### config.mk
export PLATFORM = sky130hd
export DESIGN_NAME = seq_detect_prog_flat
export DESIGN_NICKNAME = d
export VERILOG_FILES = /design/src/rtl/seq_detect_prog_pkg.sv /design/src/rtl/seq_detect_prog_if.sv /design/src/rtl/seq_detect_prog_sat_counter.sv /design/src/rtl/seq_detect_prog.sv /design/src/flat_wrapper.sv
export SDC_FILE = /design/constraint.sdc
export NUM_CORES = 1
export LEC_CHECK = 0
export ABC_AREA = 1
export CAP_MARGIN = 20
export CORE_MARGIN = 2
export CORE_UTILIZATION = 49
export CTS_CLUSTER_DIAMETER = 200
export DETAILED_ROUTE_END_ITERATION = 7
export PLACE_DENSITY = 0.76
export RECOVER_POWER = 25
export SLEW_MARGIN = 20
export SYNTH_ARGS = -nofsm -noshare
export SYNTH_HDL_FRONTEND = slang
export SYNTH_SLANG_ARGS = --single-unit
### constraint.sdc
create_clock -name clk -period 2.03 [get_ports clk]
set_input_delay 0.5075 -clock clk [delete_from_list [all_inputs] [get_ports clk]]
set_output_delay 0.5075 -clock clk [all_outputs]
set_load 0.02 [all_outputs]
### src/rtl/seq_detect_prog_pkg.sv
// Shared types and reset-time defaults for the programmable serial pattern detector.
package seq_detect_pkg;

    typedef enum logic [0:0] {
        ST_FILL  = 1'b0,
        ST_ARMED = 1'b1
    } state_t;

    localparam int          DEF_MAX_LEN     = 8;
    localparam int          DEF_CNT_W       = 16;
    localparam logic [7:0]  PKG_DEF_PATTERN = 8'b0000_1011;
    localparam int          PKG_DEF_LEN     = 4;
    localparam bit          PKG_DEF_OVERLAP = 1'b1;

    // Width that can hold every length 0..max_len inclusive.
    function automatic int len_w(input int max_len);
        return $clog2(max_len + 1);
    endfunction

endpackage

### src/rtl/seq_detect_prog_if.sv
// Stream, configuration and status bundle of the pattern detector.
// Handshake: a bit is taken on every rising clk edge where din_valid=1; there is no back-pressure.
interface seq_detect_prog_if
    import seq_detect_pkg::*;
#(
    parameter int MAX_LEN = DEF_MAX_LEN,
    parameter int CNT_W   = DEF_CNT_W,
    parameter int LEN_W   = len_w(MAX_LEN)
);
    logic               din_valid;
    logic               din;
    logic               cfg_load;
    logic [MAX_LEN-1:0] cfg_pattern;
    logic [LEN_W-1:0]   cfg_len;
    logic               cfg_overlap;
    logic               clear_count;
    logic               match;
    logic [CNT_W-1:0]   hit_count;
    logic               cfg_err;
    logic               armed;
    state_t             dbg_state;
    logic [LEN_W-1:0]   dbg_fill;

    modport master (
        output din_valid, din, cfg_load, cfg_pattern, cfg_len, cfg_overlap, clear_count,
        input  match, hit_count, cfg_err, armed, dbg_state, dbg_fill
    );

    modport slave (
        input  din_valid, din, cfg_load, cfg_pattern, cfg_len, cfg_overlap, clear_count,
        output match, hit_count, cfg_err, armed, dbg_state, dbg_fill
    );
endinterface

### src/rtl/seq_detect_prog_sat_counter.sv
// Saturating up-counter with synchronous clear; clear has priority over increment.
module sat_counter #(
    parameter int W = 16
) (
    input  logic         clk,
    input  logic         reset,
    input  logic         inc,
    input  logic         clr,
    output logic [W-1:0] count
);
    logic [W-1:0] cnt_q;
    logic [W-1:0] cnt_d;

    always_comb begin
        cnt_d = cnt_q;
        if (clr) begin
            cnt_d = '0;
        end else if (inc && (cnt_q != {W{1'b1}})) begin
            cnt_d = cnt_q + W'(1);
        end
    end

    always_ff @(posedge clk or negedge reset) begin
        if (!reset) begin
            cnt_q <= '0;
        end else begin
            cnt_q <= cnt_d;
        end
    end

    assign count = cnt_q;
endmodule

### src/rtl/seq_detect_prog.sv
// Programmable serial bit-pattern detector: flags when the last len accepted bits equal
// the active pattern, with overlap/non-overlap modes and a saturating hit counter.
module seq_detect_prog
    import seq_detect_pkg::*;
#(
    parameter int               MAX_LEN     = DEF_MAX_LEN,
    parameter int               CNT_W       = DEF_CNT_W,
    parameter logic [MAX_LEN-1:0] DEF_PATTERN = MAX_LEN'(PKG_DEF_PATTERN),
    parameter int               DEF_LEN     = PKG_DEF_LEN,
    parameter bit               DEF_OVERLAP = PKG_DEF_OVERLAP
) (
    input  logic            clk,
    input  logic            reset,
    seq_detect_prog_if.slave bus
);
    localparam int LEN_W = len_w(MAX_LEN);

    state_t             state_q, state_d;
    logic [MAX_LEN-1:0] pat_q, pat_d;
    logic [LEN_W-1:0]   len_q, len_d;
    logic               ovl_q, ovl_d;
    logic [MAX_LEN-1:0] hist_q, hist_d;
    logic [LEN_W-1:0]   fill_q, fill_d;
    logic               match_q, match_d;
    logic               cfg_err_q, cfg_err_d;

    logic [MAX_LEN-1:0] hist_next;
    logic [LEN_W-1:0]   fill_next;
    logic [MAX_LEN-1:0] mask;
    logic               cfg_ok;
    logic               load_ok;
    logic               hit;
    logic               drop_fill;
    logic [CNT_W-1:0]   count;

    // History and fill as they would be if the current bit is accepted.
    always_comb begin
        hist_next = hist_q;
        fill_next = fill_q;
        if (bus.din_valid) begin
            hist_next = {hist_q[MAX_LEN-2:0], bus.din};
            if (fill_q != LEN_W'(MAX_LEN)) begin
                fill_next = fill_q + LEN_W'(1);
            end
        end
    end

    always_comb begin
        mask = '0;
        for (int i = 0; i < MAX_LEN; i++) begin
            mask[i] = (i < int'(len_q));
        end
    end

    assign cfg_ok    = (bus.cfg_len != '0) && (bus.cfg_len <= LEN_W'(MAX_LEN));
    assign load_ok   = bus.cfg_load && cfg_ok;
    // A load in the same cycle always swallows the incoming bit, even a rejected one.
    assign hit       = bus.din_valid && !bus.cfg_load && (fill_next >= len_q) &&
                       (((hist_next ^ pat_q) & mask) == '0);
    assign drop_fill = hit && !ovl_q;

    always_comb begin
        pat_d     = pat_q;
        len_d     = len_q;
        ovl_d     = ovl_q;
        hist_d    = hist_q;
        fill_d    = fill_q;
        match_d   = hit;
        cfg_err_d = bus.cfg_load && !cfg_ok;
        if (bus.cfg_load) begin
            if (cfg_ok) begin
                pat_d  = bus.cfg_pattern;
                len_d  = bus.cfg_len;
                ovl_d  = bus.cfg_overlap;
                hist_d = '0;
                fill_d = '0;
            end
        end else begin
            hist_d = hist_next;
            fill_d = drop_fill ? '0 : fill_next;
        end
    end

    always_ff @(posedge clk or negedge reset) begin
        if (!reset) begin
            pat_q     <= DEF_PATTERN;
            len_q     <= LEN_W'(DEF_LEN);
            ovl_q     <= DEF_OVERLAP;
            hist_q    <= '0;
            fill_q    <= '0;
            match_q   <= 1'b0;
            cfg_err_q <= 1'b0;
        end else begin
            pat_q     <= pat_d;
            len_q     <= len_d;
            ovl_q     <= ovl_d;
            hist_q    <= hist_d;
            fill_q    <= fill_d;
            match_q   <= match_d;
            cfg_err_q <= cfg_err_d;
        end
    end

    always_ff @(posedge clk or negedge reset) begin
        if (!reset) begin
            state_q <= ST_FILL;
        end else begin
            state_q <= state_d;
        end
    end

    // A non-overlap hit from ST_FILL empties the history, so it stays in ST_FILL.
    always_comb begin
        state_d = state_q;
        case (state_q)
            ST_FILL: begin
                if (!bus.cfg_load && (fill_next >= len_q) && !drop_fill) begin
                    state_d = ST_ARMED;
                end
            end
            ST_ARMED: begin
                if (load_ok || drop_fill) begin
                    state_d = ST_FILL;
                end
            end
            default: state_d = ST_FILL;
        endcase
    end

    always_comb begin
        bus.armed     = (state_q == ST_ARMED);
        bus.dbg_state = state_q;
        bus.dbg_fill  = fill_q;
        bus.match     = match_q;
        bus.cfg_err   = cfg_err_q;
        bus.hit_count = count;
    end

    sat_counter #(.W(CNT_W)) u_hit_cnt (
        .clk   (clk),
        .reset (reset),
        .inc   (hit),
        .clr   (bus.clear_count),
        .count (count)
    );
endmodule
### src/flat_wrapper.sv
// flat-port wrapper written by rule: the top's interface ports become plain ports
module seq_detect_prog_flat import seq_detect_pkg::*;
#(
    parameter int               MAX_LEN     = DEF_MAX_LEN,
    parameter int               CNT_W       = DEF_CNT_W,
    parameter logic [MAX_LEN-1:0] DEF_PATTERN = MAX_LEN'(PKG_DEF_PATTERN),
    parameter int               DEF_LEN     = PKG_DEF_LEN,
    parameter bit               DEF_OVERLAP = PKG_DEF_OVERLAP
)
  (clk, reset, bus_din_valid, bus_din, bus_cfg_load, bus_cfg_pattern, bus_cfg_len, bus_cfg_overlap, bus_clear_count, bus_match, bus_hit_count, bus_cfg_err, bus_armed, bus_dbg_state, bus_dbg_fill);
  seq_detect_prog_if #(.MAX_LEN(MAX_LEN), .CNT_W(CNT_W)) bus_i ();
  input  logic clk;
  input  logic reset;
  input wire logic [$bits(bus_i.din_valid)-1:0] bus_din_valid;
  input wire logic [$bits(bus_i.din)-1:0] bus_din;
  input wire logic [$bits(bus_i.cfg_load)-1:0] bus_cfg_load;
  input wire logic [$bits(bus_i.cfg_pattern)-1:0] bus_cfg_pattern;
  input wire logic [$bits(bus_i.cfg_len)-1:0] bus_cfg_len;
  input wire logic [$bits(bus_i.cfg_overlap)-1:0] bus_cfg_overlap;
  input wire logic [$bits(bus_i.clear_count)-1:0] bus_clear_count;
  output wire logic [$bits(bus_i.match)-1:0] bus_match;
  output wire logic [$bits(bus_i.hit_count)-1:0] bus_hit_count;
  output wire logic [$bits(bus_i.cfg_err)-1:0] bus_cfg_err;
  output wire logic [$bits(bus_i.armed)-1:0] bus_armed;
  output wire logic [$bits(bus_i.dbg_state)-1:0] bus_dbg_state;
  output wire logic [$bits(bus_i.dbg_fill)-1:0] bus_dbg_fill;
  assign bus_i.din_valid = bus_din_valid;
  assign bus_i.din = bus_din;
  assign bus_i.cfg_load = bus_cfg_load;
  assign bus_i.cfg_pattern = bus_cfg_pattern;
  assign bus_i.cfg_len = bus_cfg_len;
  assign bus_i.cfg_overlap = bus_cfg_overlap;
  assign bus_i.clear_count = bus_clear_count;
  assign bus_match = bus_i.match;
  assign bus_hit_count = bus_i.hit_count;
  assign bus_cfg_err = bus_i.cfg_err;
  assign bus_armed = bus_i.armed;
  assign bus_dbg_state = bus_i.dbg_state;
  assign bus_dbg_fill = bus_i.dbg_fill;
  seq_detect_prog #(.MAX_LEN(MAX_LEN), .CNT_W(CNT_W), .DEF_PATTERN(DEF_PATTERN), .DEF_LEN(DEF_LEN), .DEF_OVERLAP(DEF_OVERLAP)) u_core (.clk(clk), .reset(reset), .bus(bus_i));
endmodule
**Word-level counts from Yosys, hierarchy flattened**

Cells that the tools add are included.

- Equality and inequality tests: 3
- Reduce and logical (&&, ||, !) cells: 19
- Order comparisons: 10
- Bitwise operators: 3
- Multiplexer cells: 13
- Add/sub/neg operators: 2

Operators by type and width:

| cell | number |
|---|---|
| 16-bit two-way mux | 2 |
| 8-bit two-way mux | 3 |
| 4-bit two-way mux | 5 |
| 16-bit by 1-bit adder with 16-bit output (second input constant) | 1 |
| 3-bit by 4-bit less-than comparator with 1-bit output (first input constant) | 4 |
| 16-bit != test (second input constant) | 1 |
| 1-bit logical AND | 10 |
| 8-bit bitwise AND | 1 |
| 8-bit logical NOT | 1 |
| 1-bit by 4-bit less-than comparator with 1-bit output (first input constant) | 2 |
| 2-bit by 4-bit less-than comparator with 1-bit output (first input constant) | 2 |
| 8-bit XOR | 1 |
| 4-bit by 1-bit adder with 4-bit output (second input constant) | 1 |
| 4-bit >= comparator | 1 |
| 4-bit less-or-equal comparator (second input constant) | 1 |
| 1-bit logical NOT | 4 |
| 4-bit != test (second input constant) | 1 |
| 4-bit nonzero test | 1 |
| 1-bit two-way mux | 2 |
| 2-bit by 1-bit != test with 1-bit output (second input constant) | 1 |
| 1-bit case mux with 2 select lines | 1 |
| 2-bit AND reduction | 1 |
| 2-bit nonzero test | 1 |
| 1-bit logical OR | 1 |
| 1-bit inverter | 1 |

- Input bits: 19
- Flip-flop bits (word level): 44
- Output and inout bits: 24
- Logic and storage cells: 59

**Longest topological paths before layout**

Gate-level depths: netlist (run 1).

- Depth after elaboration: 11
- Mapped depth: 19
- Depth with buffers taken out: 18

**By module**

From an unflattened synthesis (run 1), not the netlist that was laid out.

- Cell total of the unflattened synthesis: 375
- Area total of the unflattened synthesis: 2,762.6 sq um

By module, submodules not included:

| module | instances | cells an instance | area each (sq um) | seq. area each (sq um) |
|---|---|---|---|---|
| seq_detect_prog | 1 | 231 | 1,725.4 | 706.9 |
| sat_counter | 1 | 144 | 1,037.2 | 400.4 |

**Worst setup path before layout (run 1)**

OpenSTA, ideal clock, no wires.

- Kind: flip-flop to flip-flop
- Start point: reg u_core.fill_q[0], in the netlist u_core.bus.dbg_fill[0]
- End point: reg u_core.u_hit_cnt.cnt_q[11], in the netlist u_core.u_hit_cnt.count[11]
- Path buffers: 1
- Period minus slack after synthesis: 2,367 ps
- Slack: -337 ps
- Data required time: 1,912 ps
- Arrival time: 2,249 ps
- Cell stages (with the launch flop): 16
- Library setup time: 118 ps
- Path through: dfrtp_1 -> inv_1 -> ha_1 -> nand3_1 -> nand2_1 -> xor2_1 -> inv_1 -> ha_1 -> nand4_1 -> nand3_1 -> nand2_1 -> nor2_8 -> nand4_4 -> buf_6 -> nand3_1 -> nand2_1

- Word-level cells in the longest chain between the ends: 8
- Elaborated cells between the ends (all ways): 9
- Classes of those cells: add/sub: 1; order compare: 1; eq/ne: 1; mux: 2; reduce/logical: 4

RTL lines:

| item | RTL line | text |
|---|---|---|
| start, declared | seq_detect_prog.sv:23 | `logic [LEN_W-1:0] fill_q, fill_d;` |
| start signal, assigned | seq_detect_prog.sv:98 | `fill_q <= fill_d;` |
| 4-bit by 1-bit adder with 4-bit output / 4-bit != test (equally long branches) | seq_detect_prog.sv:43, seq_detect_prog.sv:42 |  |
| 4-bit two-way mux | seq_detect_prog.sv:42 | `if (fill_q != LEN_W'(MAX_LEN)) begin` |
| 4-bit two-way mux (*) | seq_detect_prog.sv:40 | `if (bus.din_valid) begin` |
| 4-bit >= comparator (*) | seq_detect_prog.sv:58 | `assign hit = bus.din_valid && !bus.cfg_load && (fill_next >= len_q) &&` |
| 1-bit logical AND (*) (2 in series) | seq_detect_prog.sv:58 |  |
| 1-bit logical AND (*) | seq_detect_prog_sat_counter.sv:18 | `end else if (inc && (cnt_q != {W{1'b1}})) begin` |
| 2-bit nonzero test (no source line) (*) | - |  |
| end signal, assigned | seq_detect_prog_sat_counter.sv:27 | `cnt_q <= cnt_d;` |
| end, declared | seq_detect_prog_sat_counter.sv:11 | `logic [W-1:0] cnt_q;` |

Every way passes the cells marked *; elsewhere a longest branch is shown, timed or not.
A chain may end at the register's enable or synchronous reset.

**Final worst setup path (run 1)**

- Start point: in bus_din_valid
- End point: reg u_core.u_hit_cnt.cnt_q[5], in the netlist u_core.u_hit_cnt.count[5]

- Word-level cells in the longest chain between the ends: 7
- Elaborated cells between the ends (all ways): 11
- Classes of those cells: order compare: 1; mux: 2; bitwise: 2; reduce/logical: 6

RTL lines:

| item | RTL line | text |
|---|---|---|
| start, declared | flat_wrapper.sv:14 | `input wire logic [$bits(bus_i.din_valid)-1:0] bus_din_valid;` |
| 8-bit two-way mux | seq_detect_prog.sv:40 |  |
| 8-bit XOR | seq_detect_prog.sv:59 | `(((hist_next ^ pat_q) & mask) == '0);` |
| 8-bit bitwise AND | seq_detect_prog.sv:59 |  |
| 8-bit logical NOT | seq_detect_prog.sv:59 |  |
| 1-bit logical AND (*) | seq_detect_prog.sv:58 |  |
| 1-bit logical AND (*) | seq_detect_prog_sat_counter.sv:18 |  |
| 2-bit nonzero test (no source line) (*) | - |  |

Marks and branches as above.

==> results of run 1 <==
[final timing paths]
path	start	to	slack [ns]	cells past startpoint
worst min-delay path	reset	u_core.pat_q[2]	0.41	1
worst max-delay path	bus_din_valid	u_core.u_hit_cnt.count[5]	-0.33	15
worst min register to register	u_core.pat_q[3]	u_core.pat_q[3]	0.50	2
min in group clk	u_core.pat_q[3]	u_core.pat_q[3]	0.50	2
max in group asynchronous	reset	u_core.u_hit_cnt.count[11]	0.41	2
worst max register to register	u_core.bus.dbg_fill[1]	u_core.u_hit_cnt.count[5]	-0.32	18
[per-layer routing]
metal | GRT usage, % | vias up | wire length [um]
li1 | - | 1335 | -
met1 | 33.09 | 1291 | 3314
met2 | 41.18 | 65 | 3614
met3 | 5.430 | 14 | 295
met4 | 10.69 | 0 | 134
met5 | 0 | - | 0
[cell type report]
class                   instances  area share (%)
multi-input cells             263           42.59
repair buffers                 79           18.98
inverters                      48           4.639
clock inverters                 3           1.095
flip-flops and latches         44           28.61
well taps                      72           2.320
clock buffers                   5           1.772
[report_power, final]
group | total [mW] | internal (mW) | leakage, nW | switching, mW
Sequential | 1.04 | 0.968 | 0.559 | 0.0669
Clock | 0.697 | 0.365 | 0.0541 | 0.333
Combinational | 0.812 | 0.372 | 1.29 | 0.439
Total | 2.54 | 1.71 | 1.90 | 0.839
[state kept, by name, summed over array words and instances, names as in the netlist]
register and count:
u_core.u_hit_cnt.count 16, u_core.hist_q 8, u_core.pat_q 8, u_core.bus.dbg_fill 4, u_core.len_q 4, u_core.bus.armed 1
u_core.bus.cfg_err 1, u_core.bus.match 1, u_core.ovl_q 1
[stage by stage]
stage / hold slack [ns] / setup TNS, ns / power [mW] / instances
2_1_floorplan: 0.2119 / -3.054 / 1.454 / 365
3_3_place_gp: 0.4859 / -15.15 / 1.706 / 495
3_5_place_dp: 0.4886 / -16.23 / 1.726 / 495
4_1_cts: 0.1775 / -5.712 / 2.485 / 512
5_1_grt: 0.5304 / -9.966 / 2.689 / 514
6_report: 0.4061 / -6.694 / 2.544 / 514
[synth_stat cells, drive strengths merged]
library cell,instances
a21oi,10
a22o,1
a22oi,1
buf,12
clkbuf,1
dfrtp,39
dfstp,5
ha,7
inv,48
mux2,4
nand2,96
nand3,53
nand3b,3
nand4,22
nor2,32
nor3,1
o21ai,12
o22ai,1
xnor2,3
xor2,14
[worst max-delay path, cell delays in order]
cell and delay (ns):
dlygate4sd2_1 0.38, nand4_1 0.16, xnor2_1 0.18, ha_1 0.34
nand2_2 0.07, inv_2 0.05, nand2_2 0.05, nand3_2 0.08
nand2_4 0.07, nor2_8 0.12, buf_6 0.11, nand4_4 0.13
clkbuf_16 0.22, nand3_2 0.06, nand2_1 0.05
[cell families after synthesis]
| family | Yosys count | synth area share, % |
|---|---|---|
| AND/OR/NAND/NOR | 207 | 35.67 |
| buffers and inverters | 61 | 9.986 |
| flip-flops | 44 | 39.46 |
| AO/OA/AOI/OAI | 25 | 4.860 |
| XOR/XNOR | 17 | 5.306 |
| adder cells (fa/ha/maj) | 7 | 3.121 |
| multiplexers | 4 | 1.605 |
[repair_timing]
item                                   in CTS  in global routing
buffers inserted                            5                  2
resized for setup                          15                 26
pin swaps                                   6                 26
setup endpoints to repair                  22                 24
gates cloned                                4                  0
endpoints found under the hold margin       0                  0
==> impl_metrics.csv, run 1 <==
group,metric,value,unit
clocking,ctsLongestPathBuffers,2,
logic_synthesis,yosys_warnings,0,
clocking,h-tree-depth,2,
sta,finalClockSkew,0.008480,ns
pwr,ir_worst_vdd,0.2979,mV
placed_design,dp_slack,-0.7716,ns
routing,drtPass1Iterations,4,
worst_hold_path,hold_path_class,"primary input to async pin",
finish,drive_gt1_share,24.66,%
clocking,cts_tree,"done",
routing,drtIter0Drc,157,
logic_synthesis,syn_nets,391,
floorplanning,dieArea,0.006349,mm^2
finish,layout.nets,467,
floorplanning,start_util,50.97,%
clocking,path_clk_slew,0.09,ns
global_route,antenna_found_initial,0,
floorplanning,core_area,0.005507,mm^2
pwr,p_leak,1.904,nW
job,maxCapViolations,0,
floorplanning,die_h,79.68,um
pwr,powerDensity,655.1,mW/mm^2
global_route,grt_pass1_wl,12700,um
floorplanning,io_pins,43,
clocking,cts_made_buffers,5,
routing,wire_per_inst,14.32,um
finish,multiInputGateArea,0.001654,mm^2
global_route,grt_max_degree,33,
finish,diodes,0,
sta,slew_headroom,21.49,%
clocking,ctsHoldBuffers,0,
routing,drcViolationCount,0,
logic_synthesis,synth_top_area_share,34.77,%
floorplanning,rows,27,
sta,rsz0062_at_grt,"yes",
finish,finalCoreUtilization,70.53,%
logic_synthesis,syn_avg_cell_area,7.689,um^2
placed_design,gp_congestion,0.8813,
critical_path,crit_arrival,2.56,ns
placed_design,place_area,0.003512,mm^2
global_route,track_usage,25.49,%
finish,nFillCells,434,
sta,hold_violations,0,
sta,fin_ws,-0.3310,ns
sta,setup_viol,22,
routing,via_per_inst,5.263,
logic_synthesis,synth_area_leaders,"dfrtp_1 (35%), nand2_1 (12%), nand3_1 (9.5%)",
clocking,clock_sinks,44,
sta,worst_slew_pin_slew,1.178,ns
placed_design,port_buffers,42,
critical_path,end_kind,"register",
sta,fmax,423.5,MHz
logic_synthesis,ys_ff_latch,44,
logic_synthesis,synth_area_leader_cell,"dfrtp_1",
critical_path,crit_required,2.23,ns
clocking,cts_root_buf,"clkbuf_8",
logic_synthesis,synth_area,0.002806,mm^2
placed_design,place_hpwl,5079,um
logic_synthesis,seq_area_frac_synth,39.46,%
logic_synthesis,synthCells,365,
critical_path,start_kind,"primary input",
sta,layout_worst_path_cycle_share,116.3,%
global_route,grt_pass1_vias,2771,
floorplanning,die_w,79.68,um
routing,antenna_left,0,
critical_path,path_max_fanout,8,
finish,syn2layout_area_growth,38.39,%
sta,slew_viol_final,0,
critical_path,worstSetupPathType,"primary input to register",
finish,seq_area,0.001111,mm^2
status,status,"complete, but fails checks",
global_route,gr-total-overflow,0,
routing,drt_wl_total,7358,um
routing,num_vias,2705,
logic_synthesis,ys_types,32,
finish,layout_commonest_cell,"nand2_1",
clocking,worstSkewPairLatency,0.31,ns
sta,fin_crit,2.361,ns
status,violations,"setup timing",
finish,final_cell_mix,"nand2_1 (86), inv_1 (41), clkdlybuf4s50_1 (40)",
finish,final_cell_area,0.003884,mm^2
Power figures use the tool's default switching activity.
==> run 2, diff against run 1 <==
ABC_AREA = unset   (was 1)
CORE_UTILIZATION = 47   (was 49)
PLACE_DENSITY = unset   (was 0.76)
PLACE_DENSITY_LB_ADDON = 0.2   (was unset)
==> impl_metrics.csv, run 2 <==
group,metric,value,unit
status,status,"complete, but fails checks",
status,violations,"setup timing",
pwr,netSwitchingFraction,31.39,%
logic_synthesis,synth_top_area_share,40.02,%
pwr,internal-power,1.574,mW
clocking,h-tree-depth,2,
logic_synthesis,syn_nets,260,
placed_design,port_buffers,42,
job,maxCapViolations,0,
placed_design,gp_congestion,0.8092,
critical_path,start_kind,"register",
logic_synthesis,synth_edf_count,0,
global_route,use_met3,4.418,%
floorplanning,die_h,75.10,um
pwr,pwr-share-seq,43.9,%
finish,drive_gt1_share,37.80,%
logic_synthesis,seq_area_frac_synth,45.55,%
global_route,use_met1,33.73,%
placed_design,placedCellCount,389,
clocking,ctsLongestPathBuffers,2,
routing,drtIter0Drc,139,
clocking,worstSkewPairLatency,0.29,ns
global_route,track_usage,23.73,%
clocking,cts_made_buffers,5,
sta,finalClockSkew,0.007197,ns
logic_synthesis,synth_area_leaders,"dfrtp_1 (40%), mux2_2 (7.1%), dfstp_2 (5.5%)",
floorplanning,die_w,75.10,um
sta,slew_viol_final,0,
finish,diodes,0,
clocking,ctsHoldBuffers,0,
logic_synthesis,synth_area_leader_cell,"dfrtp_1",
pwr,ir_worst_vdd,0.4618,mV
logic_synthesis,ys_types,43,
routing,drt_wl_total,6283,um
pwr,powerDensity,648.2,mW/mm^2
sta,fmax,361.6,MHz
logic_synthesis,yosys_warnings,0,
pwr,combinationalPowerShare,33.1,%
logic_synthesis,synth_most_common_cell,"dfrtp_1",
placed_design,place_area,0.003313,mm^2
finish,syn2layout_area_growth,48.92,%
logic_synthesis,ys_ff_latch,43,
logic_synthesis,synthCells,234,
sta,slew_headroom,36.12,%
finish,layout.nets,361,
global_route,grt_max_degree,19,
floorplanning,io_pins,43,
placed_design,place_hpwl,4270,um
global_route,grtUsageMet2,37.82,%
sta,layout_worst_path_cycle_share,136.2,%
pwr,clkPwrFrac,23.0,%
global_route,grt_pass1_vias,2129,
worst_hold_path,hold_path_class,"primary input to async pin",
critical_path,end_kind,"register",
routing,antenna_left,0,
global_route,antenna_found_initial,0,
finish,final_cell_area,0.003538,mm^2
logic_synthesis,synthFlopType,"dfrtp_1",
routing,via_per_inst,5.608,
clocking,clock_sinks,43,
critical_path,worstSetupPathType,"register to register",
sta,fin_ws,-0.7355,ns
floorplanning,start_util,49.65,%
pwr,p_leak,1.456,nW
clocking,cts_root_buf,"clkbuf_8",
finish,largest_reg_flops,16,
global_route,grt_pass1_wl,10120,um
sta,fin_crit,2.766,ns
sta,setup_viol,22,
critical_path,path_max_fanout,6,
logic_synthesis,async_flop_share,100.0,%
global_route,gr-total-overflow,0,
pwr,p_switching,0.7200,mW
logic_synthesis,synth_area,0.002376,mm^2
critical_path,crit_required,2.26,ns
clocking,cts_tree,"done",
sta,setup_tns,-13.44,ns
finish,finalNonFillerCells,403,
sta,hold_violations,0,
finish,layout_commonest_cell,"buf_4",
logic_synthesis,synthTopCellsByCount,"dfrtp_1 (38), nand2_1 (19), a21oi_1 (15), mux2_2 (15), o21ai_0 (15)",
routing,num_vias,2260,
routing,drcViolationCount,0,
global_route,busiest_layer,"met2",
floorplanning,rows,25,
floorplanning,core_area,0.004786,mm^2
logic_synthesis,syn_avg_cell_area,10.15,um^2
finish,final_cell_mix,"buf_4 (58), clkdlybuf4s50_1 (40), dfrtp_1 (35)",
critical_path,crit_arrival,2.99,ns
clocking,path_clk_slew,0.08,ns
sta,worst_slew_pin_slew,0.9582,ns
floorplanning,dieArea,0.005640,mm^2
routing,drtPass1Iterations,4,
sta,rsz0062_at_grt,"yes",
routing,wire_per_inst,15.59,um
## run 2: cell types whose count changed in the layout (fill, tap and decap cells not counted), sizes merged, moves of 10 or more
cell / before / now
nand2: 96 / 19
inv: 48 / 7
nand3: 53 / 6
nor2: 35 / 10
o31ai: 0 / 10
mux2: 4 / 15
or4: 0 / 13
nand4: 22 / 6
buf: 35 / 62
## run 2: cell families after synthesis
group | share of synthesized area [%]
mux | 10.48
compound gates | 14.43
xor+xnor | 3.686
flops | 45.55
fa+ha+maj | 3.686
buf+inv | 4.107
simple gates | 18.06
## run 2: per-layer routing
metal / up-vias / wire [um]
met5: - / 0
met4: 0 / 74
met3: 9 / 310
met2: 79 / 2999
met1: 1094 / 2900
li1: 1078 / -
## run 2: path summary, 6_finish.rpt
path	from	end	slack, ns	cells after the start
hold / removal	reset	u_core.pat_q[4]	0.33	1
setup / recovery	u_core.bus.dbg_fill[1]	u_core.u_hit_cnt.count[12]	-0.74	12
setup reg to reg	u_core.bus.dbg_fill[1]	u_core.u_hit_cnt.count[12]	-0.74	12
max in group asynchronous	reset	u_core.u_hit_cnt.count[13]	0.66	2
hold reg to reg	u_core.hist_q[3]	u_core.hist_q[3]	0.53	2
min in group clk	u_core.hist_q[3]	u_core.hist_q[3]	0.53	2
## run 2: worst max-delay path, cell delays in order (launching register included)
cell      delay, ns
dfrtp_2        0.41
inv_2          0.07
ha_4           0.13
nand2_2        0.06
o21ai_2        0.15
xnor2_1        0.10
ha_1           0.28
nand2b_1       0.09
a211o_1        0.13
a21oi_2        0.08
or4_4          0.50
or4_1          0.54
a21oi_2        0.15
## run 2: area by class of cell
type,instances,area (um^2)
Multi-Input combinational cell,173,1354
Fill cell,358,1247
Sequential cell,43,1086
Timing Repair Buffer,105,907.1
Tap cell,67,83.83
Clock buffer,7,76.32
Inverter,7,26.28
Clock inverter,1,5.005
## run 2: stage by stage
| step | hold WS, ns | worst slack (ns) | total power [mW] | utilization, % |
|---|---|---|---|---|
| 2_1_floorplan | 0.2119 | -0.8091 | 1.398 | - |
| 3_3_place_gp | 0.4569 | -1.271 | 1.702 | 69.23 |
| 3_5_place_dp | 0.4627 | -1.335 | 1.722 | 69.23 |
| 4_1_cts | 0.1488 | -0.6987 | 2.299 | 73.39 |
| 5_1_grt | 0.4292 | -0.9111 | 2.417 | 73.93 |
| 6_report | 0.3342 | -0.7355 | 2.294 | 73.93 |
## run 2: timing repair
item,4_1_cts,5_1_grt
pin swaps,2,0
buffers inserted,4,0
endpoints found under the setup margin,22,30
cloned,2,0
gates resized for setup,20,10
## run 2: power groups by stage
stage / clock [mW] / sequential [mW] / combinational (mW)
2_1_floorplan: 0 / 1.05 / 0.352
3_3_place_gp: 0 / 1.02 / 0.684
3_5_place_dp: 0 / 1.02 / 0.700
4_1_cts: 0.537 / 1.01 / 0.756
5_1_grt: 0.573 / 1.02 / 0.826
6_report: 0.527 / 1.01 / 0.759
